<file path="src/rtl/pwm_dec_pkg.sv">
// Shared constants and FSM state type for the 11-bit PWM driver and its decoder.
package pwm_dec_pkg;

  localparam int unsigned PWM_PER_W = 11;
  localparam int unsigned SPD_W     = 12;

  typedef enum logic {
    FILL = 1'b0,
    RUN  = 1'b1
  } dec_state_t;

endpackage

</file>
<file path="src/rtl/pwm_hi_cnt.sv">
// Input synchronizer plus saturating high-time counter with a window restart.
module pwm_hi_cnt #(
  parameter int unsigned SYNC_STG = 2,
  parameter int unsigned CNT_W    = 12
) (
  input  logic             clk,
  input  logic             rst,
  input  logic             pwm,
  input  logic             restart,
  output logic             sync,
  output logic [CNT_W-1:0] total
);

  localparam logic [CNT_W-1:0] CNT_MAX = {1'b0, {(CNT_W-1){1'b1}}};

  logic [SYNC_STG-1:0] sr;
  logic [CNT_W-1:0]    h;

  always_ff @(posedge clk or posedge rst) begin
    if (rst) begin
      sr <= '0;
    end else begin
      sr[0] <= pwm;
      for (int unsigned i = 1; i < SYNC_STG; i++) begin
        sr[i] <= sr[i-1];
      end
    end
  end

  assign sync = sr[SYNC_STG-1];

  // total already includes the current cycle so the terminal-count evaluation sees it
  always_comb begin
    total = h;
    if (sync && (h != CNT_MAX)) begin
      total = h + CNT_W'(1);
    end
  end

  always_ff @(posedge clk or posedge rst) begin
    if (rst) begin
      h <= '0;
    end else if (restart) begin
      h <= '0;
    end else begin
      h <= total;
    end
  end

endmodule

</file>
<file path="src/rtl/pwm_dec.sv">
// Recovers signed speed from forward/reverse H-bridge PWM lines over free-running windows.
module pwm_dec
  import pwm_dec_pkg::*;
#(
  parameter int unsigned PER_W    = PWM_PER_W,
  parameter int unsigned SYNC_STG = 2
) (
  input  logic             clk,
  input  logic             rst,
  input  logic             PWM1,
  input  logic             PWM2,
  input  logic             clr_err,
  output logic [SPD_W-1:0] spd,
  output logic             spd_vld,
  output logic             dir_err,
  output logic             shoot
);

  logic [PER_W-1:0] win;
  logic             tc;
  logic             s1, s2;
  logic [PER_W:0]   t1, t2;

  dec_state_t       state, state_nxt;
  logic [SPD_W-1:0] spd_nxt;
  logic             vld_nxt, err_nxt, shoot_nxt;

  assign tc = (win == '1);

  always_ff @(posedge clk or posedge rst) begin
    if (rst) begin
      win <= '0;
    end else begin
      win <= win + PER_W'(1);
    end
  end

  pwm_hi_cnt #(
    .SYNC_STG (SYNC_STG),
    .CNT_W    (PER_W + 1)
  ) u_cnt1 (
    .clk     (clk),
    .rst     (rst),
    .pwm     (PWM1),
    .restart (tc),
    .sync    (s1),
    .total   (t1)
  );

  pwm_hi_cnt #(
    .SYNC_STG (SYNC_STG),
    .CNT_W    (PER_W + 1)
  ) u_cnt2 (
    .clk     (clk),
    .rst     (rst),
    .pwm     (PWM2),
    .restart (tc),
    .sync    (s2),
    .total   (t2)
  );

  always_ff @(posedge clk or posedge rst) begin
    if (rst) begin
      state <= FILL;
    end else begin
      state <= state_nxt;
    end
  end

  always_comb begin
    state_nxt = state;
    spd_nxt   = spd;
    vld_nxt   = 1'b0;
    err_nxt   = 1'b0;
    case (state)
      FILL: begin
        if (tc) state_nxt = RUN;
      end
      RUN: begin
        if (tc) begin
          // reverse magnitude is one's-complemented to undo the driver's encoding
          if ((t1 != '0) && (t2 != '0)) begin
            err_nxt = 1'b1;
          end else if (t1 != '0) begin
            spd_nxt = {1'b0, t1[PER_W-1:0]};
            vld_nxt = 1'b1;
          end else if (t2 != '0) begin
            spd_nxt = {1'b1, ~t2[PER_W-1:0]};
            vld_nxt = 1'b1;
          end else begin
            spd_nxt = '0;
            vld_nxt = 1'b1;
          end
        end
      end
      default: state_nxt = FILL;
    endcase
  end

  always_comb begin
    shoot_nxt = shoot;
    if (s1 && s2) begin
      shoot_nxt = 1'b1;
    end else if (clr_err) begin
      shoot_nxt = 1'b0;
    end
  end

  always_ff @(posedge clk or posedge rst) begin
    if (rst) begin
      spd     <= '0;
      spd_vld <= 1'b0;
      dir_err <= 1'b0;
      shoot   <= 1'b0;
    end else begin
      spd     <= spd_nxt;
      spd_vld <= vld_nxt;
      dir_err <= err_nxt;
      shoot   <= shoot_nxt;
    end
  end

endmodule

</file>
<file path="config.mk">
export PLATFORM = sky130hd
export DESIGN_NAME = pwm_dec
export DESIGN_NICKNAME = d
export VERILOG_FILES = /design/src/rtl/pwm_dec_pkg.sv /design/src/rtl/pwm_hi_cnt.sv /design/src/rtl/pwm_dec.sv
export SDC_FILE = /design/constraint.sdc
export NUM_CORES = 1
export LEC_CHECK = 0
export ABC_AREA = 0
export CAP_MARGIN = 20
export CELL_PAD_IN_SITES_DETAIL_PLACEMENT = 0
export CELL_PAD_IN_SITES_GLOBAL_PLACEMENT = 2
export CORE_MARGIN = 3
export CORE_UTILIZATION = 38
export DETAILED_ROUTE_END_ITERATION = 8
export GPL_TIMING_DRIVEN = 1
export PLACE_DENSITY_LB_ADDON = 0.12
export SETUP_SLACK_MARGIN = 0.15
export SYNTH_ARGS = -nofsm -noshare
export SYNTH_HDL_FRONTEND = slang
export SYNTH_HIERARCHICAL = 1
export SYNTH_SLANG_ARGS = --single-unit
</file>
<file path="constraint.sdc">
create_clock -name clk -period 3.7 [get_ports clk]
set_input_delay 0.925 -clock clk [delete_from_list [all_inputs] [get_ports clk]]
set_output_delay 0.925 -clock clk [all_outputs]
set_load 0.02 [all_outputs]
</file>
==> results of run 1 <==
==> metal layers <==
| metal | share of wire, % | up-vias | GRT usage (%) |
|---|---|---|---|
| met5 | 0 | - | 0 |
| met4 | 0.83 | 0 | 4.33 |
| met3 | 4.4 | 4 | 2.87 |
| met2 | 44 | 57 | 22.8 |
| met1 | 51 | 1028 | 23.4 |
| li1 | - | 1023 | - |
==> stage by stage <==
step	utilization, %	cell area, um^2	power (W)	instances	setup slack [ns]
after global placement	44.4	3100	0.00116	377	0.717
after floorplan	-	2800	0.00105	265	1.05
after CTS	46.1	3220	0.00158	385	0.651
after detailed placement	44.4	3100	0.00116	377	0.684
final	46.1	3220	0.00157	385	0.627
after global routing	46.1	3220	0.00167	385	0.422
==> cell families after synthesis <==
kind of cell	synth area share, %
buf+inv	2.46
xor+xnor	4.69
fa+ha+maj	1.34
compound gates	13.4
flops	49.2
simple gates	24.8
mux	4.11
==> critical path, delay by kind of cell, from the launching register on <==
family          cells  cell delay (ns)
compound gates      3             0.79
fa+ha+maj           1             0.23
flops               1             0.40
mux                 1             0.34
simple gates        3             1.21
==> power by group <==
part	leakage, nW	internal [W]	switching (W)
logic	0.672	0.000149	0.000217
clock network	0.0548	0.000204	0.000208
registers	0.716	0.000675	0.000116
total	1.44	0.00103	0.000541
==> layout by cell type, fill, tap and decap left out, types with 2 or more instances in the layout <==
| cell | n |
|---|---|
| dfrtp_1 | 55 |
| nor2_1 | 20 |
| clkdlybuf4s50_1 | 19 |
| a21oi_1 | 18 |
| nand2_1 | 14 |
| nor2b_1 | 14 |
| nand3_1 | 12 |
| inv_1 | 10 |
| nor3_1 | 10 |
| and4_1 | 10 |
| o32a_1 | 9 |
| o21ai_0 | 9 |
| xnor2_1 | 9 |
| nand4_1 | 6 |
| and3_1 | 6 |
| xor2_1 | 6 |
| a31oi_1 | 6 |
| nor4_1 | 5 |
| clkbuf_8 | 5 |
| mux2i_1 | 4 |
| mux2_2 | 4 |
| and2_1 | 3 |
| ha_1 | 3 |
| buf_4 | 3 |
| a41oi_1 | 2 |
| nand4_4 | 2 |
| nand4b_2 | 2 |
| nor3_2 | 2 |
| o21a_1 | 2 |
| or3_1 | 2 |
| o31ai_4 | 2 |
| mux2_4 | 2 |
| a211oi_1 | 2 |
| and2b_1 | 2 |
==> layout make-up <==
class                   instances  share of cell area [%]
repair buffers                 22                    6.61
clock inverters                 3                    1.44
well taps                      96                    3.74
multi-input cells             194                    42.1
inverters                      10                    1.17
clock buffers                   5                    2.14
flip-flops and latches         55                    42.8
==> worst min path at each step <==
stage	slack, ns	from	depth (start not counted)	endpoint
final	0.36	u_cnt2/sr[0]$_DFF_PP0_	0	u_cnt2/sr[1]$_DFF_PP0_
after global routing	0.37	u_cnt2/sr[0]$_DFF_PP0_	0	u_cnt2/sr[1]$_DFF_PP0_
after CTS	0.36	u_cnt2/sr[0]$_DFF_PP0_	0	u_cnt2/sr[1]$_DFF_PP0_
after detailed placement	0.34	u_cnt2/sr[0]$_DFF_PP0_	0	u_cnt2/sr[1]$_DFF_PP0_
after global placement	0.34	u_cnt2/sr[0]$_DFF_PP0_	0	u_cnt2/sr[1]$_DFF_PP0_
after floorplan	0.33	u_cnt1/sr[0]$_DFF_PP0_	0	u_cnt1/sr[1]$_DFF_PP0_
==> registers in the layout, indices dropped and copies added (netlist names) <==
name       cells
dir_err        1
shoot          1
spd           12
spd_vld        1
state          1
u_cnt1/h      12
u_cnt1/sr      2
u_cnt2/h      12
u_cnt2/sr      2
win           11
==> metrics.cfg, run 1 <==
[critical_path]
critical_path_class=reg2reg
start_kind=flip-flop
critPathMaxStageDelay_ns=0.52
cp_slowest_cell=nor4_1
cp_max_fo=10
cp.required_ns=3.90
r2r-start=u_cnt1/h[0]$_DFF_PP0_
r2r_cells=8
endpoint_kind=flip-flop
r2r_setup_slack_ns=0.63
cp_cell_sequence=ha_1 > nand3_1 > o31ai_4 > mux2_4 > nor4_1 > and4_1 > a21oi_1 > o32a_1
crit_path_start=u_cnt1/h[0]$_DFF_PP0_
endpoint=spd[10]$_DFFE_PP0P_
reg2reg_to=spd[10]$_DFFE_PP0P_
arrival_ns=3.27

[logic_synthesis]
synth_fp_nets=273
ys_top_cells_by_area=dfrtp_1, a21oi_1, o32a_1
syn_inst=265
yosysTopAreaCell=dfrtp_1
ys_seq_area_share_pct=49.2
ys_async_sr_fraction_pct=100
synth_cell_types=40
yosys-top-cells-count=dfrtp_1, nor2_1, a21oi_1, nand2_1, nor2b_1
synth_edf_count=0
yosysMostFrequentCell=dfrtp_1
synth_flop_cell=dfrtp_1
synth_area_mm2=0.00280
synth_warnings=6
synth_area_per_cell_um2=10.6
ys_seq_elements=55
netlist.area_leader.share_pct=49.2

[pwr]
ir_drop_mv=0.187
p_leak_nw=1.44
p_per_area_mw_per_mm2=488

[routing]
wl_per_cell_um=16.2
ant_nets=0
first_pass_iters=4
drt-vias-per-instance=5.49
wirelength_um=6240
num_vias=2112
drc=0
drt_iter0_drc=86

[timing]
worstMarginPinSlew_ns=0.588
setup_viol=0
fin_tns_setup_ns=0
fin_crit_sh_pct=83.1
final_hold_viol_count=0
rsz0062_at_grt=false
finalMaxSlewViolations=0
skew_ns=0.0131
timing.hold.ws_ns=0.360
min_period_ns=3.07
fmax_mhz=325
slew_headroom_pct=60.8

[clocking]
numCtsBuffers=5
root_buffer=clkbuf_8
cts_tree=yes
insertion_delay_ns=0.31
cts_hold_buf=0
path_clk_slew_ns=0.10
cts_resized=0
cts.path.max_buffers=2
cts_setup_buffers=0
cts.sinks=55
htree_levels=2

[grt]
grtUsageTotal_pct=15.6
antenna_found_initial=0
grt_pass1_vias=2057
grt_pass1_wl_um=10600
overflow=0
grt_max_degree=27

[floorplanning]
rows=30
fp.coreArea_mm2=0.00698
die_h_um=91.8
dieWidth_um=91.8
ios=20
dieArea_mm2=0.00843
floorplan.initialDensity_pct=40.1

[placement]
portBuffers=19
gp_congestion=0.877
dp_hpwl_um=4620

[final_layout]
multiInputGateArea_mm2=0.00135
fill_cells=685
nNetsFinal=296
areaGrowthSynthToFinish_pct=14.9
drive_above_1_share_pct=10.4
antennaDiodeCount=0
regArea_mm2=0.00138

[run]
max_cap_violations=0

[status]
status=complete, no violations

[hold_path]
hold_class=reg2reg

No activity file was read; power rests on OpenSTA's default activity.
==> run 2, diff against run 1 <==
--- a/config.mk
+++ b/config.mk
@@ -10,7 +10,7 @@
 export CELL_PAD_IN_SITES_DETAIL_PLACEMENT = 0
 export CELL_PAD_IN_SITES_GLOBAL_PLACEMENT = 2
 export CORE_MARGIN = 3
-export CORE_UTILIZATION = 38
+export CORE_UTILIZATION = 35
 export DETAILED_ROUTE_END_ITERATION = 8
 export GPL_TIMING_DRIVEN = 1
 export PLACE_DENSITY_LB_ADDON = 0.12
==> constraint.sdc (replaced) <==
create_clock -name clk -period 2.5 [get_ports clk]
set_input_delay 0.625 -clock clk [delete_from_list [all_inputs] [get_ports clk]]
set_output_delay 0.625 -clock clk [all_outputs]
set_load 0.02 [all_outputs]
==> metrics.cfg, run 2 (synthesis results as in run 1) <==
[status]
status=complete, no violations

[clocking]
numCtsBuffers=5
insertion_delay_ns=0.30
path_clk_slew_ns=0.10
htree_levels=2
cts.path.max_buffers=2
cts_tree=yes
root_buffer=clkbuf_8
cts.sinks=55

[timing]
setup_viol=0
finalWorstSetupSlack_ns=0.0851
slew_headroom_pct=58.4
rsz0062_at_grt=true
final_hold_viol_count=0
finalMaxSlewViolations=0
worstMarginPinSlew_ns=0.624
min_period_ns=2.41
fin_crit_sh_pct=96.6
fmax_mhz=414
skew_ns=0.00541

[grt]
overflow=0
grtUsageTotal_pct=16.5
grt_max_degree=28
grt_pass1_vias=2220
antenna_found_initial=0
grt_pass1_wl_um=11600

[routing]
wirelength_um=7000
num_vias=2307
drc=0
drt_iter0_drc=74
ant_nets=0
first_pass_iters=4
wl_per_cell_um=15.5
drt-vias-per-instance=5.10

[final_layout]
fill_cells=679
final_core_util_pct=53.8
layout_common_cells=buf_4, dfrtp_1, clkdlybuf4s50_1
regArea_mm2=0.00138
reg.largest.list=spd x12, u_cnt1/h x12, u_cnt2/h x12
multiInputGateArea_mm2=0.00166
antennaDiodeCount=0
mostFrequentLayoutCell=buf_4
final_cells=452
areaGrowthSynthToFinish_pct=43.8
nNetsFinal=360
drive_above_1_share_pct=36.5

[floorplanning]
ios=20
floorplan.initialDensity_pct=37.4
die_h_um=95.4
rows=31
dieWidth_um=95.4
fp.coreArea_mm2=0.00749
dieArea_mm2=0.00911

[placement]
pre_cts_ws_ns=-0.116
dp_cells=434
gp_congestion=0.810
dp_hpwl_um=5260
portBuffers=19

[critical_path]
cp.required_ns=2.73
endpoint_kind=flip-flop
start_kind=flip-flop
critical_path_class=reg2reg
arrival_ns=2.65
cp_max_fo=4

[run]
max_cap_violations=0

[pwr]
p_leak_nw=1.88
ir_drop_mv=0.335
p_per_area_mw_per_mm2=721

[hold_path]
hold_class=reg2reg

-- run 2: layer usage --
layer / vias to the layer above / global-route usage (%) / wire length, um
met4: 0 / 3.44 / 40
met3: 4 / 2.60 / 185
met5: - / 0 / 0
li1: 1154 / - / -
met2: 33 / 24.1 / 3190
met1: 1116 / 25.6 / 3580
-- run 2: area by class of cell --
| cell class | instances | area share, % |
|---|---|---|
| Sequential cell | 55 | 34.3 |
| Tap cell | 99 | 3.08 |
| Inverter | 10 | 0.933 |
| Clock inverter | 2 | 0.404 |
| Multi-Input combinational cell | 194 | 41.4 |
| Timing Repair Buffer | 86 | 17.9 |
| Clock buffer | 6 | 2.05 |
-- run 2: worst paths after layout --
kind,from,end,slack (ns),cells past startpoint
hold / removal,u_cnt2/sr[0]$_DFF_PP0_,u_cnt2/sr[1]$_DFF_PP0_,0.37,0
setup reg to reg,u_cnt1/h[1]$_DFF_PP0_,spd[7]$_DFFE_PP0P_,0.09,10
min in group asynchronous,rst,u_cnt2/h[8]$_DFF_PP0_,0.73,2
hold reg to reg,u_cnt2/sr[0]$_DFF_PP0_,u_cnt2/sr[1]$_DFF_PP0_,0.37,0
max in group asynchronous,rst,u_cnt2/h[5]$_DFF_PP0_,1.37,2
setup / recovery,u_cnt1/h[1]$_DFF_PP0_,spd[7]$_DFFE_PP0P_,0.09,10
-- run 2: worst max-delay path, cell delays in order (launching register included) --
cell and delay, ns:
dfrtp_1 0.42, ha_4 0.18, and4_4 0.26, nand3_4 0.08
a31oi_4 0.20, a21oi_4 0.09, nor4_4 0.31, nand4_1 0.19
a211oi_2 0.25, buf_4 0.18, mux2i_1 0.19
-- run 2: report_power, final --
part	total, W	internal [W]	switching (W)
registers	0.00114	0.00100	0.000136
logic	0.00124	0.000654	0.000588
clock network	0.000521	0.000227	0.000294
-- run 2: through the flow --
step	TNS [ns]	power (W)	hold WS [ns]	instance area, um^2
2_1_floorplan	0	0.00167	0.331	2900
3_3_place_gp	-0.629	0.00211	0.334	3610
3_5_place_dp	-0.896	0.00211	0.347	3610
4_1_cts	0	0.00277	0.371	3880
5_1_grt	-0.480	0.00309	0.385	4020
6_report	0	0.00290	0.365	4020
-- run 2: what timing repair did --
action / CTS / global route
endpoints found under the setup margin: 12 / 14
hold buffers: 0 / 0
buffers inserted: 6 / 3
resized for setup: 24 / 28
pin swaps: 20 / 14
cloned: 0 / 1
==> run 3, diff against run 2 <==
--- a/config.mk
+++ b/config.mk
@@ -9,11 +9,13 @@
 export CAP_MARGIN = 20
 export CELL_PAD_IN_SITES_DETAIL_PLACEMENT = 0
 export CELL_PAD_IN_SITES_GLOBAL_PLACEMENT = 2
+export CORE_ASPECT_RATIO = 1.25
 export CORE_MARGIN = 3
 export CORE_UTILIZATION = 35
 export DETAILED_ROUTE_END_ITERATION = 8
 export GPL_TIMING_DRIVEN = 1
 export PLACE_DENSITY_LB_ADDON = 0.12
+export REMOVE_ABC_BUFFERS = 1
 export SETUP_SLACK_MARGIN = 0.15
 export SYNTH_ARGS = -nofsm -noshare
 export SYNTH_HDL_FRONTEND = slang
==> metrics.cfg, run 3 (synthesis results as in run 1) <==
[final_layout]
areaGrowthSynthToFinish_pct=48.0
antennaDiodeCount=0
multiInputGateArea_mm2=0.00163
layout_common_cells=buf_4, dfrtp_1, nor2_1, clkdlybuf4s50_1, a21oi_1
regArea_mm2=0.00138
nNetsFinal=383
drive_above_1_share_pct=38.9
final_core_util_pct=54.7
reg.largest.list=spd x12, u_cnt1/h x12, u_cnt2/h x12
mostFrequentLayoutCell=buf_4
final_cells=467
fill_cells=667

[timing]
setup_viol=12
worstMarginPinSlew_ns=0.643
timing.hold.ws_ns=0.357
final_hold_viol_count=0
finalWorstSetupSlack_ns=-0.0733
fmax_mhz=389
fin_crit_sh_pct=103
slew_headroom_pct=57.1
min_period_ns=2.57
finalMaxSlewViolations=0
skew_ns=0.00545
rsz0062_at_grt=true

[floorplanning]
rows=35
die_h_um=106
dieArea_mm2=0.00911
fp.coreArea_mm2=0.00758
ios=20
floorplan.initialDensity_pct=36.9
dieWidth_um=86.0

[pwr]
sw_frac_of_total_pct=33.8
p_clk_share_pct=19.2
switchingPower_w=0.00101
pwr-share-seq_pct=37.4
ir_drop_mv=0.491
combPwrFrac_pct=43.4
p_int_w=0.00198
p_per_area_mw_per_mm2=722
p_leak_nw=2.00

[routing]
drt_iter0_drc=117
first_pass_iters=4
wl_per_cell_um=15.4
wirelength_um=7180
num_vias=2387
drt-vias-per-instance=5.11
ant_nets=0
drc=0

[critical_path]
cp_cell_sequence=ha_4 > nand3_4 > o31ai_4 > buf_6 > xnor2_4 > nor4_4 > buf_4 > nand4_1 > a211oi_4 > buf_4 > mux2i_1
endpoint_kind=flip-flop
r2r_cells=11
crit_family=simple AND/OR/NAND/NOR gates
arrival_ns=2.81
r2r-start=u_cnt1/h[0]$_DFF_PP0_
cp_max_fo=4
critical_path_class=reg2reg
path_buf_inv=3
reg2reg_to=spd[8]$_DFFE_PP0P_
cp.required_ns=2.73
r2r_setup_slack_ns=-0.07
cp_slowest_cell=dfrtp_1
crit_top_cell=buf_4
start_kind=flip-flop
critPathMaxStageDelay_ns=0.42

[grt]
grt_pass1_vias=2540
grt_util_met1_pct=20.6
antenna_found_initial=0
top_usage_layer=met2
use_met3_pct=2.56
grt_pass1_wl_um=12400
grt_max_degree=27
grt_util_met2_pct=31.0
overflow=0
grtUsageTotal_pct=17.0

[clocking]
htree_levels=2
numCtsBuffers=5
cts.path.max_buffers=2
insertion_delay_ns=0.30
cts_tree=yes
path_clk_slew_ns=0.09
cts.sinks=55
cts_hold_buf=0
root_buffer=clkbuf_8

[placement]
dp_cells=439
gp_congestion=0.828
portBuffers=19
dp_hpwl_um=5290

[status]
status=complete, but fails checks
violations=setup timing

[hold_path]
hold_class=reg2reg
holdPathEnd=u_cnt1/sr[1]$_DFF_PP0_
hp-start=u_cnt1/sr[0]$_DFF_PP0_
whs_path_depth=0

[run]
max_cap_violations=0

run 3: cell types whose count changed in the layout (fill, tap and decap cells not counted), moves of 2 or more:
cell,change
buf_4,+22
o21ai_1,-3
and4_4,-2
nor4_2,+2
nor4_4,-2
o21ai_0,+2
run 3: how the worst max path moves through the flow:
stage / from / end / cells past startpoint
6_report: u_cnt1/h[0]$_DFF_PP0_ / spd[8]$_DFFE_PP0P_ / 11
3_3_place_gp: u_cnt1/h[1]$_DFF_PP0_ / spd[6]$_DFFE_PP0P_ / 10
3_5_place_dp: u_cnt1/h[1]$_DFF_PP0_ / spd[6]$_DFFE_PP0P_ / 10
5_1_grt: u_cnt1/h[0]$_DFF_PP0_ / spd[8]$_DFFE_PP0P_ / 11
2_1_floorplan: u_cnt1/h[0]$_DFF_PP0_ / spd[0]$_DFFE_PP0P_ / 8
4_1_cts: u_cnt1/h[0]$_DFF_PP0_ / spd[8]$_DFFE_PP0P_ / 11
run 3: what timing repair did:
action / CTS / global route
endpoints found under the setup margin: 14 / 14
pin swaps: 19 / 4
gates cloned: 1 / 0
buffers inserted: 17 / 3
gates resized for setup: 50 / 11
run 3: cell type report:
type                       instances  share of cell area [%]
clock inverter                     1                   0.725
clock buffer                       6                    1.75
tap                               92                    2.78
timing repair buffer             109                    21.3
multi-input combinational        194                    39.3
sequential                        55                    33.3
inverter                          10                   0.906
run 3: metrics by stage:
step | setup slack, ns | power (W) | instance area, um^2 | setup TNS (ns)
2_1_floorplan | -0.236 | 0.00156 | 2770 | -2.58
3_3_place_gp | -0.281 | 0.00208 | 3590 | -3.24
3_5_place_dp | -0.280 | 0.00209 | 3590 | -3.11
4_1_cts | -0.0222 | 0.00295 | 4060 | -0.111
5_1_grt | -0.266 | 0.00319 | 4140 | -2.83
6_report | -0.0733 | 0.00299 | 4140 | -0.660
run 3: power by group through the flow:
stage / clock network (W) / registers [W] / logic (W)
6_report: 0.000574 / 0.00112 / 0.00130
4_1_cts: 0.000592 / 0.00112 / 0.00124
3_5_place_dp: 0 / 0.00111 / 0.000985
2_1_floorplan: 0 / 0.00114 / 0.000416
5_1_grt: 0.000638 / 0.00113 / 0.00142
3_3_place_gp: 0 / 0.00110 / 0.000980
run 3: per-layer routing:
layer	up-vias	wire (um)
met4	0	53
li1	1194	-
met1	1165	3100
met2	24	3920
met5	-	0
met3	4	111
